[config.mk]
export PLATFORM = sky130hd
export DESIGN_NAME = teclado_scanner
export DESIGN_NICKNAME = d
export VERILOG_FILES = /design/src/rtl/teclado_pkg.sv /design/src/rtl/teclado_debounce.sv /design/src/rtl/teclado_scanner.sv
export SDC_FILE = /design/constraint.sdc
export NUM_CORES = 1
export LEC_CHECK = 0
export BUFFER_PORTS_ARGS = -buffer_cell sky130_fd_sc_hd__buf_2
export CAP_MARGIN = 20
export CORE_ASPECT_RATIO = 0.5
export CORE_MARGIN = 2
export CORE_UTILIZATION = 50
export DETAILED_ROUTE_END_ITERATION = 7
export GPL_TIMING_DRIVEN = 0
export HOLD_SLACK_MARGIN = 0.02
export PLACE_DENSITY = 0.75
export REMOVE_ABC_BUFFERS = 1
export SYNTH_ARGS = -nofsm -noshare
export SYNTH_HDL_FRONTEND = slang
export SYNTH_SLANG_ARGS = --single-unit
export TNS_END_PERCENT = 50
[constraint.sdc]
create_clock -name clk -period 2.7 [get_ports clk]
set_clock_uncertainty 0.05 [all_clocks]
set_input_delay 0.54 -clock clk [delete_from_list [all_inputs] [get_ports clk]]
set_output_delay 0.54 -clock clk [all_outputs]
set_load 0.01 [all_outputs]
[src/rtl/teclado_pkg.sv]
// Shared types and the fixed keypad map for the teclado matrix scanner.
package teclado_pkg;

    typedef enum logic [1:0] {SCAN, DEBOUNCE, ACCEPT, RELEASE} state_t;
    typedef enum logic [2:0] {K_DIGIT, K_ENTER, K_CLEAR, K_BACK, K_NONE} key_class_t;

    typedef struct packed {
        key_class_t kclass;
        logic [3:0] digit;
    } key_t;

    localparam logic [3:0] ROWS_IDLE = 4'b1111;

    function automatic key_t key_map(input logic [1:0] col, input logic [1:0] row);
        key_t k;
        k.kclass = K_NONE;
        k.digit  = 4'd0;
        if (col == 2'd3) begin
            if (row == 2'd0) k.kclass = K_BACK;
        end else if (row == 2'd3) begin
            case (col)
                2'd0:    k.kclass = K_CLEAR;
                2'd1:    k.kclass = K_DIGIT;
                default: k.kclass = K_ENTER;
            endcase
        end else begin
            k.kclass = K_DIGIT;
            k.digit  = 4'd3 * {2'b00, row} + {2'b00, col} + 4'd1;
        end
        return k;
    endfunction

    // Several rows low at once: the lowest-index row is taken as the key.
    function automatic logic [1:0] first_low(input logic [3:0] pattern);
        logic [1:0] r;
        r = 2'd0;
        for (int i = 3; i >= 0; i--)
            if (!pattern[i]) r = 2'(i);
        return r;
    endfunction

endpackage

[src/rtl/teclado_debounce.sv]
// Counts consecutive cycles where pattern equals reference; stable once the run reaches DEBOUNCE_CYCLES.
module teclado_debounce #(
    parameter int WIDTH           = 4,
    parameter int DEBOUNCE_CYCLES = 1000
) (
    input  logic             clk,
    input  logic             rst_n,
    input  logic [WIDTH-1:0] pattern,
    input  logic [WIDTH-1:0] reference,
    input  logic             clear,
    output logic             stable
);
    localparam int CW = $clog2(DEBOUNCE_CYCLES + 1);
    localparam logic [CW-1:0] TC = CW'(DEBOUNCE_CYCLES);

    logic [CW-1:0] cnt_q, cnt_d;
    logic          match;

    always_comb begin
        match = (pattern == reference);
        cnt_d = cnt_q;
        if (clear || !match)
            cnt_d = '0;
        else if (cnt_q != TC)
            cnt_d = cnt_q + CW'(1);
    end

    always_ff @(posedge clk or negedge rst_n) begin
        if (!rst_n) cnt_q <= '0;
        else        cnt_q <= cnt_d;
    end

    assign stable = (cnt_q == TC);

endmodule

[src/rtl/teclado_scanner.sv]
// Matrix keypad scanner feeding a BCD entry register with ENTER, CLEAR and BACKSPACE.
//   state    | meaning
//   SCAN     | drive one column, sample rows after settling, rotate columns when idle
//   DEBOUNCE | latched row pattern must hold for DEBOUNCE_CYCLES
//   ACCEPT   | one-cycle key_valid pulse; key action already applied
//   RELEASE  | wait for DEBOUNCE_CYCLES clean idle cycles before scanning again
module teclado_scanner
    import teclado_pkg::*;
#(
    parameter int COLS            = 3,
    parameter int ROWS            = 4,
    parameter int DIGITS          = 4,
    parameter int SETTLE_CYCLES   = 2,
    parameter int DEBOUNCE_CYCLES = 1000
) (
    input  logic                clk,
    input  logic                rst_n,
    input  logic [ROWS-1:0]     in,
    output logic [COLS-1:0]     out,
    output logic [4*DIGITS-1:0] entry,
    output logic [3:0]          digit_count,
    output logic [4*DIGITS-1:0] value,
    output logic                value_valid,
    output logic [3:0]          key_code,
    output logic                key_valid
);
    localparam int SW = (SETTLE_CYCLES > 1) ? $clog2(SETTLE_CYCLES) : 1;
    localparam logic [SW-1:0] SETTLE_LOAD = SW'(SETTLE_CYCLES - 1);
    localparam logic [1:0]    COL_LAST    = 2'(COLS - 1);
    localparam logic [3:0]    DIGITS_MAX  = 4'(DIGITS);

    state_t              state_q, state_d;
    logic [1:0]          col_q, col_d;
    logic [SW-1:0]       settle_q, settle_d;
    logic [ROWS-1:0]     pat_q, pat_d;
    logic [4*DIGITS-1:0] entry_q, entry_d, value_q, value_d;
    logic [3:0]          count_q, count_d, key_code_q, key_code_d;
    logic                value_valid_q, value_valid_d, key_valid_q, key_valid_d;

    logic            sample, any_low, stable, db_clear, accept;
    logic [ROWS-1:0] db_ref;
    logic [1:0]      col_next, row_sel;
    key_t            key;

    teclado_debounce #(
        .WIDTH           (ROWS),
        .DEBOUNCE_CYCLES (DEBOUNCE_CYCLES)
    ) u_debounce (
        .clk       (clk),
        .rst_n     (rst_n),
        .pattern   (in),
        .reference (db_ref),
        .clear     (db_clear),
        .stable    (stable)
    );

    assign any_low = ~&in;
    assign sample  = (state_q == SCAN) && (settle_q == '0);
    assign accept  = (state_q == DEBOUNCE) && stable;

    always_ff @(posedge clk or negedge rst_n) begin
        if (!rst_n) begin
            state_q       <= SCAN;
            col_q         <= '0;
            settle_q      <= SETTLE_LOAD;
            pat_q         <= '1;
            entry_q       <= '0;
            count_q       <= '0;
            value_q       <= '0;
            value_valid_q <= 1'b0;
            key_code_q    <= '0;
            key_valid_q   <= 1'b0;
        end else begin
            state_q       <= state_d;
            col_q         <= col_d;
            settle_q      <= settle_d;
            pat_q         <= pat_d;
            entry_q       <= entry_d;
            count_q       <= count_d;
            value_q       <= value_d;
            value_valid_q <= value_valid_d;
            key_code_q    <= key_code_d;
            key_valid_q   <= key_valid_d;
        end
    end

    always_comb begin
        state_d = state_q;
        case (state_q)
            SCAN:     if (sample && any_low) state_d = DEBOUNCE;
            DEBOUNCE: begin
                if (stable)            state_d = ACCEPT;
                else if (in != pat_q)  state_d = SCAN;
            end
            ACCEPT:   state_d = RELEASE;
            RELEASE:  if (stable) state_d = SCAN;
            default:  state_d = SCAN;
        endcase
    end

    always_comb begin
        col_next      = (col_q == COL_LAST) ? 2'd0 : col_q + 2'd1;
        row_sel       = first_low(pat_q);
        key           = key_map(col_q, row_sel);
        col_d         = col_q;
        settle_d      = settle_q;
        pat_d         = pat_q;
        db_ref        = ROWS_IDLE;
        db_clear      = 1'b0;
        entry_d       = entry_q;
        count_d       = count_q;
        value_d       = value_q;
        key_code_d    = key_code_q;
        value_valid_d = 1'b0;
        key_valid_d   = 1'b0;

        // The run counter starts at 1 on the sampling edge, so SCAN compares `in` with itself.
        case (state_q)
            SCAN: begin
                db_ref   = in;
                db_clear = !(sample && any_low);
                if (!sample)
                    settle_d = settle_q - SW'(1);
                else if (any_low)
                    pat_d = in;
                else begin
                    col_d    = col_next;
                    settle_d = SETTLE_LOAD;
                end
            end
            DEBOUNCE: begin
                db_ref   = pat_q;
                db_clear = stable;
                if (!stable && in != pat_q) settle_d = SETTLE_LOAD;
            end
            ACCEPT:   db_clear = 1'b1;
            RELEASE: begin
                db_clear = stable;
                if (stable) begin
                    col_d    = col_next;
                    settle_d = SETTLE_LOAD;
                end
            end
            default: ;
        endcase

        if (accept) begin
            key_valid_d = 1'b1;
            key_code_d  = {col_q, row_sel};
            case (key.kclass)
                K_DIGIT: begin
                    entry_d = (entry_q << 4) | (4*DIGITS)'(key.digit);
                    if (count_q != DIGITS_MAX) count_d = count_q + 4'd1;
                end
                K_BACK: begin
                    entry_d = entry_q >> 4;
                    if (count_q != 4'd0) count_d = count_q - 4'd1;
                end
                K_CLEAR: begin
                    entry_d = '0;
                    count_d = '0;
                end
                K_ENTER: begin
                    if (count_q != 4'd0) begin
                        value_d       = entry_q;
                        value_valid_d = 1'b1;
                        entry_d       = '0;
                        count_d       = '0;
                    end
                end
                default: ;
            endcase
        end
    end

    assign out         = ~(COLS'(1) << col_q);
    assign entry       = entry_q;
    assign digit_count = count_q;
    assign value       = value_q;
    assign value_valid = value_valid_q;
    assign key_code    = key_code_q;
    assign key_valid   = key_valid_q;

endmodule

==> results.md, run 1 <==
- The yosys synthesis warning count is 0.
- In the final layout, the share of cells above drive strength 1 is 35.49%.
- The data arrival time of the worst path is 2.90 ns.
- The kind of end point of the critical path is a register.
- The number of enable-type register cells in the synthesized netlist is 0.
- The signal on the critical path passes through nand2b_1 -> a21boi_2 -> inv_2 -> ha_4 -> nand3_4 -> clkinvlp_4 -> ha_2 -> nand3_1 -> and3_1 -> or4_1 -> o21ai_2.
- For this design the ratio of total power to cell area is 940.6 mW/mm2.
- The max-capacitance violation count is 0.
- The type of the most critical hold path is input pin to async pin.
- At the pin with the least slew margin, the transition time is 0.8852 ns.
- The initial antenna violation count is 0.
- After the first detailed-routing iteration, the DRC count stood at 140.
- The DRC violation count after routing is 0.
- The level count of the clock H-tree is 3.
- After synthesis the cells add up to 0.003033 mm2.
- The slowest library cell on the worst path is sky130_fd_sc_hd__dfstp_2.
- The required time at the worst-slack endpoint is 2.90 ns.
- Of all nets on the critical path, the largest fanout is 3.
- The sort of element at the start of the critical path is a register.
- The weighted congestion at the end of routability-driven global placement is 0.8251.
- The timing-limited maximum frequency is 371.1 MHz.
- Summed over all layers, the global routing overflow is 0.
- The clock tree root buffer cell is sky130_fd_sc_hd__clkbuf_16.
- Dividing the synthesized area by the synthesized cell count gives 10.57 um2.
- The placement-stage worst setup slack is -1.188 ns.
- The flow ran to the end, and the final reports show no timing, DRC or antenna violations.
- The max-slew violation count is 0.
- The setup slack after layout is 0.005579 ns.
- The startpoint of the worst register-to-register path is pat_q[2].
- The final worst-path cycle share is 99.79%.
- By startpoint and endpoint, the worst setup path is classified as register to register.
- The global-route usage over all layers is 22.81%.
- The y dimension of the die is 59.07 um.
- The number of rows created at floorplan is 19.
- The die covers 0.006743 mm2.
- The standard cell core area is 0.005658 mm2.
- Setup slack on the worst reg-to-reg path comes out at 0.006 ns.
- The clock tree from TritonCTS is done.
- After the last flow step, the layout net total stands at 368.
- With fillers left out, the area of the finished cells amounts to 0.003885 mm2.
- In this run the remaining antenna-violating nets after routing total 0.
- Counting buffers and inverters, the worst setup path is 11 cells deep.
- The number of cells on the worst reg-to-reg path is 11.
- The maximum root-to-sink buffer count is 2.
- For this run, the register share of the synthesized area comes to 50.54%.
- Setup repair after global routing could not meet its margin everywhere.
- The number of primary I/O pins is 51.
- The wire length reported by the detailed router is 7157 um.
- The family with the most delay on the worst path is simple AND/OR/NAND/NOR gates.
- Measured against its own limit, the worst slew margin works out to 40.54%.
- The tree built by TritonCTS fans out to 61 sinks.
- The time the worst path needs with I/O delays and setup is 2.694 ns.
- The maximum resistive drop on vdd is 0.0004264 V.
- The count of mapped cells out of synthesis is 287.
- The clock reaches the later pin of the worst-skew pair after 0.33 ns.
- Once detailed placement completed, the half-perimeter wirelength came to 4154 um.
- The worst setup path startpoint is pat_q[2].
- In the final routed layout, each cell accounts on average for 16.72 um.
- After clock tree synthesis, the flow added hold-fix buffers numbering 0.
- The leakage power of the design is 0.001907 uW.
- The hold violation count in the final report is 0.
- The endpoint of the most critical register-to-register path is digit_count[3].
- The horizontal extent of the die is 114.1 um.
- The clock-pin slew on the worst setup and hold paths is 0.05 ns.
- The largest single stage delay on the critical path is 0.55 ns.
- Entering global routing, the biggest net connects 32 pins.
- In this run, distinct cell masters in the synthesized netlist total 45.
- The relative area change from synthesis to final layout is 28.09%.
- The most used flip-flop cell after synthesis is sky130_fd_sc_hd__dfrtp_1.
- The detailed-router iteration count before antenna repair is 4.
- The ratio of routed vias to standard cells is 5.860.
- The via count of the first global-routing pass came to 2421.
- The initial utilization of the core area, before any placement, comes to 53.60%.
- Summing over every cut layer, the via total after detailed routing is 2508.
- The placed standard-cell area is 0.003341 mm2.
- The first global-routing pass estimated 11750 um of wire.
- Port buffering added 50 buffers.
- Together, buffers and inverters on the worst path number 2.
- Setup violations remaining at the end of the flow were counted as 0.
- 0 antenna diodes ended up in the layout.
- Clock tree synthesis inserted a total of 9 buffers.
- After synthesis the netlist holds a flip-flop and latch count of 61.
- Of all flip-flops after synthesis, the portion carrying an async set or reset was 100.0%.
- The endpoint of the most critical setup path is digit_count[3].
[worst reg2reg max path: cells and delay by family (launching register included)]
| kind | cells | cell delay, ns |
|---|---|---|
| buffers and inverters | 2 | 0.20 |
| DFF | 1 | 0.55 |
| and+or+nand+nor | 5 | 0.93 |
| AOI/OAI and AO/OA | 2 | 0.33 |
| adders and majority gates | 2 | 0.57 |
[how the worst min path moves through the flow]
stage | endpoint | slack, ns | cells past startpoint
6_report | state_q[0] | 0.21 | 1
5_1_grt | state_q[0] | 0.28 | 1
4_1_cts | state_q[0] | 0.24 | 1
3_5_place_dp | key_code[3] | 0.43 | 2
3_3_place_gp | value[15] | 0.41 | 2
2_1_floorplan | async pin | 0.19 | 0
[layout by cell type (no fill, tap or decap), types with 7 or more instances in the layout]
cell	netlist	routed
sky130_fd_sc_hd__a31oi_1	9	9
sky130_fd_sc_hd__buf_2	1	50
sky130_fd_sc_hd__buf_4	1	12
sky130_fd_sc_hd__clkbuf_16	0	9
sky130_fd_sc_hd__dfrtp_1	56	55
sky130_fd_sc_hd__ha_1	9	7
sky130_fd_sc_hd__inv_1	14	11
sky130_fd_sc_hd__mux2_2	13	13
sky130_fd_sc_hd__mux2_4	7	7
sky130_fd_sc_hd__nand2_1	31	30
sky130_fd_sc_hd__nand3_1	17	16
sky130_fd_sc_hd__nor2_1	28	28
sky130_fd_sc_hd__o21ai_0	14	13
sky130_fd_sc_hd__xnor2_1	9	8
sky130_fd_sc_hd__xor2_1	7	7
[power breakdown]
| group | switching [uW] | total, uW | internal, uW |
|---|---|---|---|
| combinational | 717 | 1240 | 528 |
| clock | 398 | 1250 | 854 |
| sequential | 134 | 1160 | 1020 |
| total | 1250 | 3650 | 2410 |
[state kept, by name (all words and copies together), names as in the netlist, named ones only]
| signal | count |
|---|---|
| settle_q | 1 |
| key_valid | 1 |
| col_q | 2 |
| key_code | 4 |
| value_valid | 1 |
| value | 16 |
| entry | 16 |
| u_debounce.cnt_q | 10 |
| pat_q | 4 |
| state_q | 1 |
| digit_count | 4 |
[per-layer routing]
layer	part of all wire, %	vias up	GRT usage [%]	routed length (um)
li1	-	1139	-	-
met3	6.2	24	6.953	444
met4	2.4	0	10.98	173
met5	0	-	0	0
met1	42	1234	28.65	3022
met2	49	111	36.90	3516
[cell type report]
| class | count | area, um2 |
|---|---|---|
| sequential | 61 | 1534 |
| fill | 384 | 1773 |
| clock buffer | 12 | 256.5 |
| inverter | 14 | 56.30 |
| tap | 73 | 91.34 |
| timing repair buffer | 64 | 365.4 |
| clock inverter | 4 | 70.07 |
| multi-input combinational | 200 | 1511 |
[cells in the mapped netlist (2+ instances only)]
library cell	n	area share [%]
sky130_fd_sc_hd__a21oi_1	8	1.3
sky130_fd_sc_hd__and4_1	2	0.58
sky130_fd_sc_hd__a221oi_1	2	0.58
sky130_fd_sc_hd__o41ai_1	3	0.87
sky130_fd_sc_hd__nand3_1	17	2.8
sky130_fd_sc_hd__clkbuf_1	11	1.4
sky130_fd_sc_hd__mux2i_1	4	1.3
sky130_fd_sc_hd__fa_1	3	2.0
sky130_fd_sc_hd__dfstp_2	5	4.3
sky130_fd_sc_hd__mux2_4	7	3.5
sky130_fd_sc_hd__dfrtp_1	56	46
sky130_fd_sc_hd__xnor2_1	9	2.6
sky130_fd_sc_hd__nor2b_1	3	0.62
sky130_fd_sc_hd__nand4_1	3	0.62
sky130_fd_sc_hd__ha_1	9	3.7
sky130_fd_sc_hd__nand2_1	31	3.8
sky130_fd_sc_hd__a31oi_1	9	1.9
sky130_fd_sc_hd__inv_1	14	1.7
sky130_fd_sc_hd__xor2_1	7	2.0
sky130_fd_sc_hd__and3_1	4	0.82
sky130_fd_sc_hd__mux2_2	13	4.8
sky130_fd_sc_hd__or4_1	3	0.74
sky130_fd_sc_hd__o21ai_0	14	2.3
sky130_fd_sc_hd__nor3_1	2	0.33
sky130_fd_sc_hd__nor2_1	28	3.5
[repair_timing]
action                                  CTS  global route
cloned                                    2             0
buffers inserted                          8             4
endpoints found under the setup margin   35            15
pin swaps                                 3             2
gates resized for setup                  17             7
[per-stage QoR]
stage	util (%)	TNS, ns	hold slack [ns]	total power (uW)	cells
2_1_floorplan	-	-0.8846	0.1944	1817	273
3_3_place_gp	58.49	-14.08	0.4137	2016	396
3_5_place_dp	59.04	-12.19	0.4271	2092	397
4_1_cts	67.40	0	0.2411	3538	423
5_1_grt	68.66	-0.09678	0.2790	3839	428
6_report	68.66	0	0.2137	3654	428
[kinds of logic after synthesis]
family	synth area share, %
AO/OA/AOI/OAI	9.861
XOR/XNOR	4.621
adder cells (fa/ha/maj)	5.693
buffers and inverters	3.878
flip-flops	50.54
multiplexers	9.612
AND/OR/NAND/NOR	15.80
No activity file was read; power rests on OpenSTA's default activity.
==> run 2: changes to the inputs <==
--- a/config.mk
+++ b/config.mk
@@ -5,15 +5,18 @@
 export SDC_FILE = /design/constraint.sdc
 export NUM_CORES = 1
 export LEC_CHECK = 0
+export ABC_AREA = 1
 export BUFFER_PORTS_ARGS = -buffer_cell sky130_fd_sc_hd__buf_2
 export CAP_MARGIN = 20
+export CELL_PAD_IN_SITES_DETAIL_PLACEMENT = 1
+export CELL_PAD_IN_SITES_GLOBAL_PLACEMENT = 2
 export CORE_ASPECT_RATIO = 0.5
 export CORE_MARGIN = 2
-export CORE_UTILIZATION = 50
+export CORE_UTILIZATION = 26
 export DETAILED_ROUTE_END_ITERATION = 7
 export GPL_TIMING_DRIVEN = 0
 export HOLD_SLACK_MARGIN = 0.02
-export PLACE_DENSITY = 0.75
+export PLACE_DENSITY_LB_ADDON = 0.1
 export REMOVE_ABC_BUFFERS = 1
 export SYNTH_ARGS = -nofsm -noshare
 export SYNTH_HDL_FRONTEND = slang
==> results.md, run 2 <==
- The run finished with clean final reports.
- Setup repair after global routing left no endpoint under its margin.
- The number of enable-type register cells in the synthesized netlist is 0.
- The worst register-to-register path has a depth of 10.
- The placement-stage worst setup slack is -0.3630 ns.
- Pin placement for this block handled 51 I/O pins.
- The DRC violation count after routing is 0.
- The critical path ends at digit_count[2].
- Clock tree synthesis inserted a total of 9 buffers.
- The max-slew violation count is 0.
- In the routed layout, each cell is associated on average with a via count of 4.372.
- The top cell types in the final layout, fill and taps aside, are sky130_fd_sc_hd__nand2_1 (142), sky130_fd_sc_hd__dfrtp_1 (56), sky130_fd_sc_hd__buf_2 (49).
- The maximum resistive drop on vdd is 0.0002646 V.
- The share of Yosys cell area claimed by the top area cell type is 43.77%.
- The post-detailed-route count of antenna-violating nets is 0.
- Tracing the worst setup path back leads to its startpoint at pat_q[2].
- Setup slack on the critical path of the routed design comes to 0.1433 ns.
- Cells with a size suffix above 1 make up 20.99% of the layout.
- The routed layout has 2658 vias.
- The signal on the critical path passes through nand2_1 -> a21oi_2 -> inv_1 -> ha_1 -> nand3_2 -> clkinvlp_4 -> fa_1 -> or2_2 -> nand3_1 -> o21ai_0.
- Counting flops and latches in the post-synthesis netlist gives 61.
- Relative to the synthesized area, the layout overhead comes to 23.45%.
- The sort of element at the start of the critical path is a register.
- The final worst-path cycle share is 94.69%.
- The proportion of register bits with asynchronous set or reset after synthesis is 100.0%.
- Sorting the synthesized cells by area gives the leading types as sky130_fd_sc_hd__dfrtp_1 (44%), sky130_fd_sc_hd__nand2_1 (17%), sky130_fd_sc_hd__inv_1 (4.3%).
- In this run the static leakage power is 0.002112 uW.
- The first global-routing pass estimated 13790 um of wire.
- The per-cell routed wire length is 13.39 um.
- The die covers 0.01327 mm2.
- Clock latency on the worst-skew pair, taken at its later pin, is 0.33 ns.
- The clock passes through at most 2 buffers.
- The hold violation count in the final report is 0.
- The root buffer cell chosen for the clock tree is sky130_fd_sc_hd__clkbuf_16.
- Input and output buffers added on the ports amount to 50.
- The number of antenna diodes in the final layout is 0.
- The floorplan step defined a core boundary enclosing 0.01191 mm2.
- Data on the critical path is required at its endpoint by 2.85 ns.
- The first routing iteration left 89 violations.
- The clock-pin slew on the worst setup and hold paths is 0.06 ns.
- The level count of the clock H-tree is 3.
- The number of sinks driven by the clock tree is 61.
- The count of mapped cells out of synthesis is 385.
- Counting distinct cell types in the post-synthesis netlist gives 28.
- In this run the critical register-to-register path is captured at digit_count[2].
- Across the run, the number of max-cap violations was 0.
- In this run the worst path has a maximum fanout of 5.
- The per-instance average area after synthesis is 8.316 um2.
- The slowest stage of the critical path is the sky130_fd_sc_hd__dfstp_2 cell.
- The number of failing setup endpoints in the final timing report is 0.
- The data arrival time of the worst path is 2.71 ns.
- The initial antenna violation count came to 0.
- Power spread over the standard cell area amounts to 822.0 mW/mm2.
- Ranked by instance count, the synthesized netlist is headed by sky130_fd_sc_hd__nand2_1 (142), sky130_fd_sc_hd__dfrtp_1 (56), sky130_fd_sc_hd__inv_1 (37).
- The placed standard-cell area is 0.003578 mm2.
- The Yosys step of the flow raised 0 warnings.
- The timing-limited maximum frequency is 391.1 MHz.
- The worst pin sits at a relative slew slack of 46.25%.
- The total half-perimeter wirelength after legalization and detailed placement is 5865 um.
- The path class of the tightest hold or removal check is input pin to async pin.
- The via count of the first global-routing pass came to 2723.
- Leaving out fill and tap cells, the most frequent cell in the layout is sky130_fd_sc_hd__nand2_1.
- The most used flip-flop cell after synthesis is sky130_fd_sc_hd__dfrtp_1.
- The horizontal extent of the die is 160.9 um.
- The leading area contributor after synthesis is sky130_fd_sc_hd__dfrtp_1.
- The cell area after layout is 0.003953 mm2.
- The weighted congestion at the end of routability-driven global placement is 0.7767.
- The overall power of the completed layout is 3249 uW.
- After synthesis, flip-flops and latches occupy 47.87% of the total area.
- Yosys instantiated no cell more often than sky130_fd_sc_hd__nand2_1.
- Summing every instance area after synthesis gives 0.003202 mm2.
- The largest net degree at the start of global routing is 62.
- After layout, the minimum clock period comes to 2.557 ns.
- After the last flow step, the layout net total stands at 457.
- In this run the critical register-to-register path is launched from pat_q[2].
- TritonCTS built the clock tree.
- For the pin with the worst max-slew slack, the measured transition is 0.8062 ns.
- The critical path is of the register to register type.
- The largest incremental delay on the critical path is 0.56 ns.
- In the global route stage, overall resource usage came out at 13.44%.
- Once the floorplan was initialized, standard cells occupied 26.88% of the core.
- In this run the vertical extent of the chip is 82.47 um.
- The cts-stage hold buffer count is 0.
- Global routing finished with a remaining overflow of 0.
- The register-to-register setup slack is 0.14 ns.
- After floorplanning, the core was divided into 28 placement rows.
- The detailed-router iteration count before antenna repair is 4.
- Summed over all layers, the routed wires come to 8144 um.
- The kind of end point of the critical path is a register.
==> run 2: cell types whose count changed after synthesis, sizes merged, moves of 5 or more <==
cell / change
nand2: +112
inv: +28
mux2: -20
o21ai: +18
a22oi: +11
clkbuf: -11
a31oi: -9
nand3: +9
buf: +6
xnor2: -6
a21oi: -5
==> run 2: cell families after synthesis <==
kind of cell             share of synthesized area [%]
AND/OR/NAND/NOR                                  27.39
flip-flops                                       47.87
buffers and inverters                            7.581
adder cells (fa/ha/maj)                          5.393
AO/OA/AOI/OAI                                    9.027
XOR/XNOR                                         2.736
==> run 2: layer usage <==
layer	vias up	share of wire [%]	GRT usage, %	wire length, um
met5	-	0	0	0
met4	0	1.0	3.482	84
met3	10	4.5	4.396	367
met2	38	47	23.39	3863
met1	1286	47	16.41	3830
li1	1324	-	-	-
==> run 2: metrics by stage <==
step	util (%)	setup TNS, ns	hold WS, ns	instances
2_1_floorplan	-	0	0.1944	376
3_3_place_gp	30.02	-0.5523	0.3979	591
3_5_place_dp	30.04	-0.7204	0.4088	591
4_1_cts	33.01	0	0.2891	607
5_1_grt	33.18	0	0.3234	608
6_report	33.18	0	0.2604	608
==> run 2: worst max-delay path, delay by kind of cell, from the launching register on <==
family                     cells  cell delay [ns]
and+or+nand+nor                4             0.61
buffers and inverters          2             0.28
DFF                            1             0.56
AOI/OAI and AO/OA              2             0.26
adders and majority gates      2             0.67
==> run 2: power by group <==
| group | switching [uW] | internal, uW | leakage [uW] |
|---|---|---|---|
| combinational | 547 | 306 | 0.00112 |
| sequential | 96.7 | 1010 | 0.000830 |
| clock | 408 | 878 | 0.000161 |
| total | 1050 | 2200 | 0.00211 |
==> run 2: timing repair <==
action                                  in CTS  in global routing
buffers inserted                             1                  1
pin swaps                                    0                  1
gates resized for setup                      3                  1
endpoints found under the hold margin        0                  0
endpoints found under the setup margin       4                  3
==> run 2: layout make-up <==
class                      instances  area (um2)
inverter                          42       163.9
clock buffer                      12       266.5
clock inverter                     3       67.56
sequential                        61        1533
fill                            1432        7959
multi-input combinational        273        1448
timing repair buffer              52       267.8
tap                              165       206.4
==> run 2: worst min-delay path by stage <==
| stage | depth (start not counted) | startpoint | end |
|---|---|---|---|
| detailed placement | 2 | value[8] | value[8] |
| global placement | 2 | value[8] | value[8] |
| CTS | 1 | rst_n | value[3] |
| floorplan | 0 | rst_n | async pin |
| finish | 1 | rst_n | entry[1] |
| global route | 1 | rst_n | value[6] |
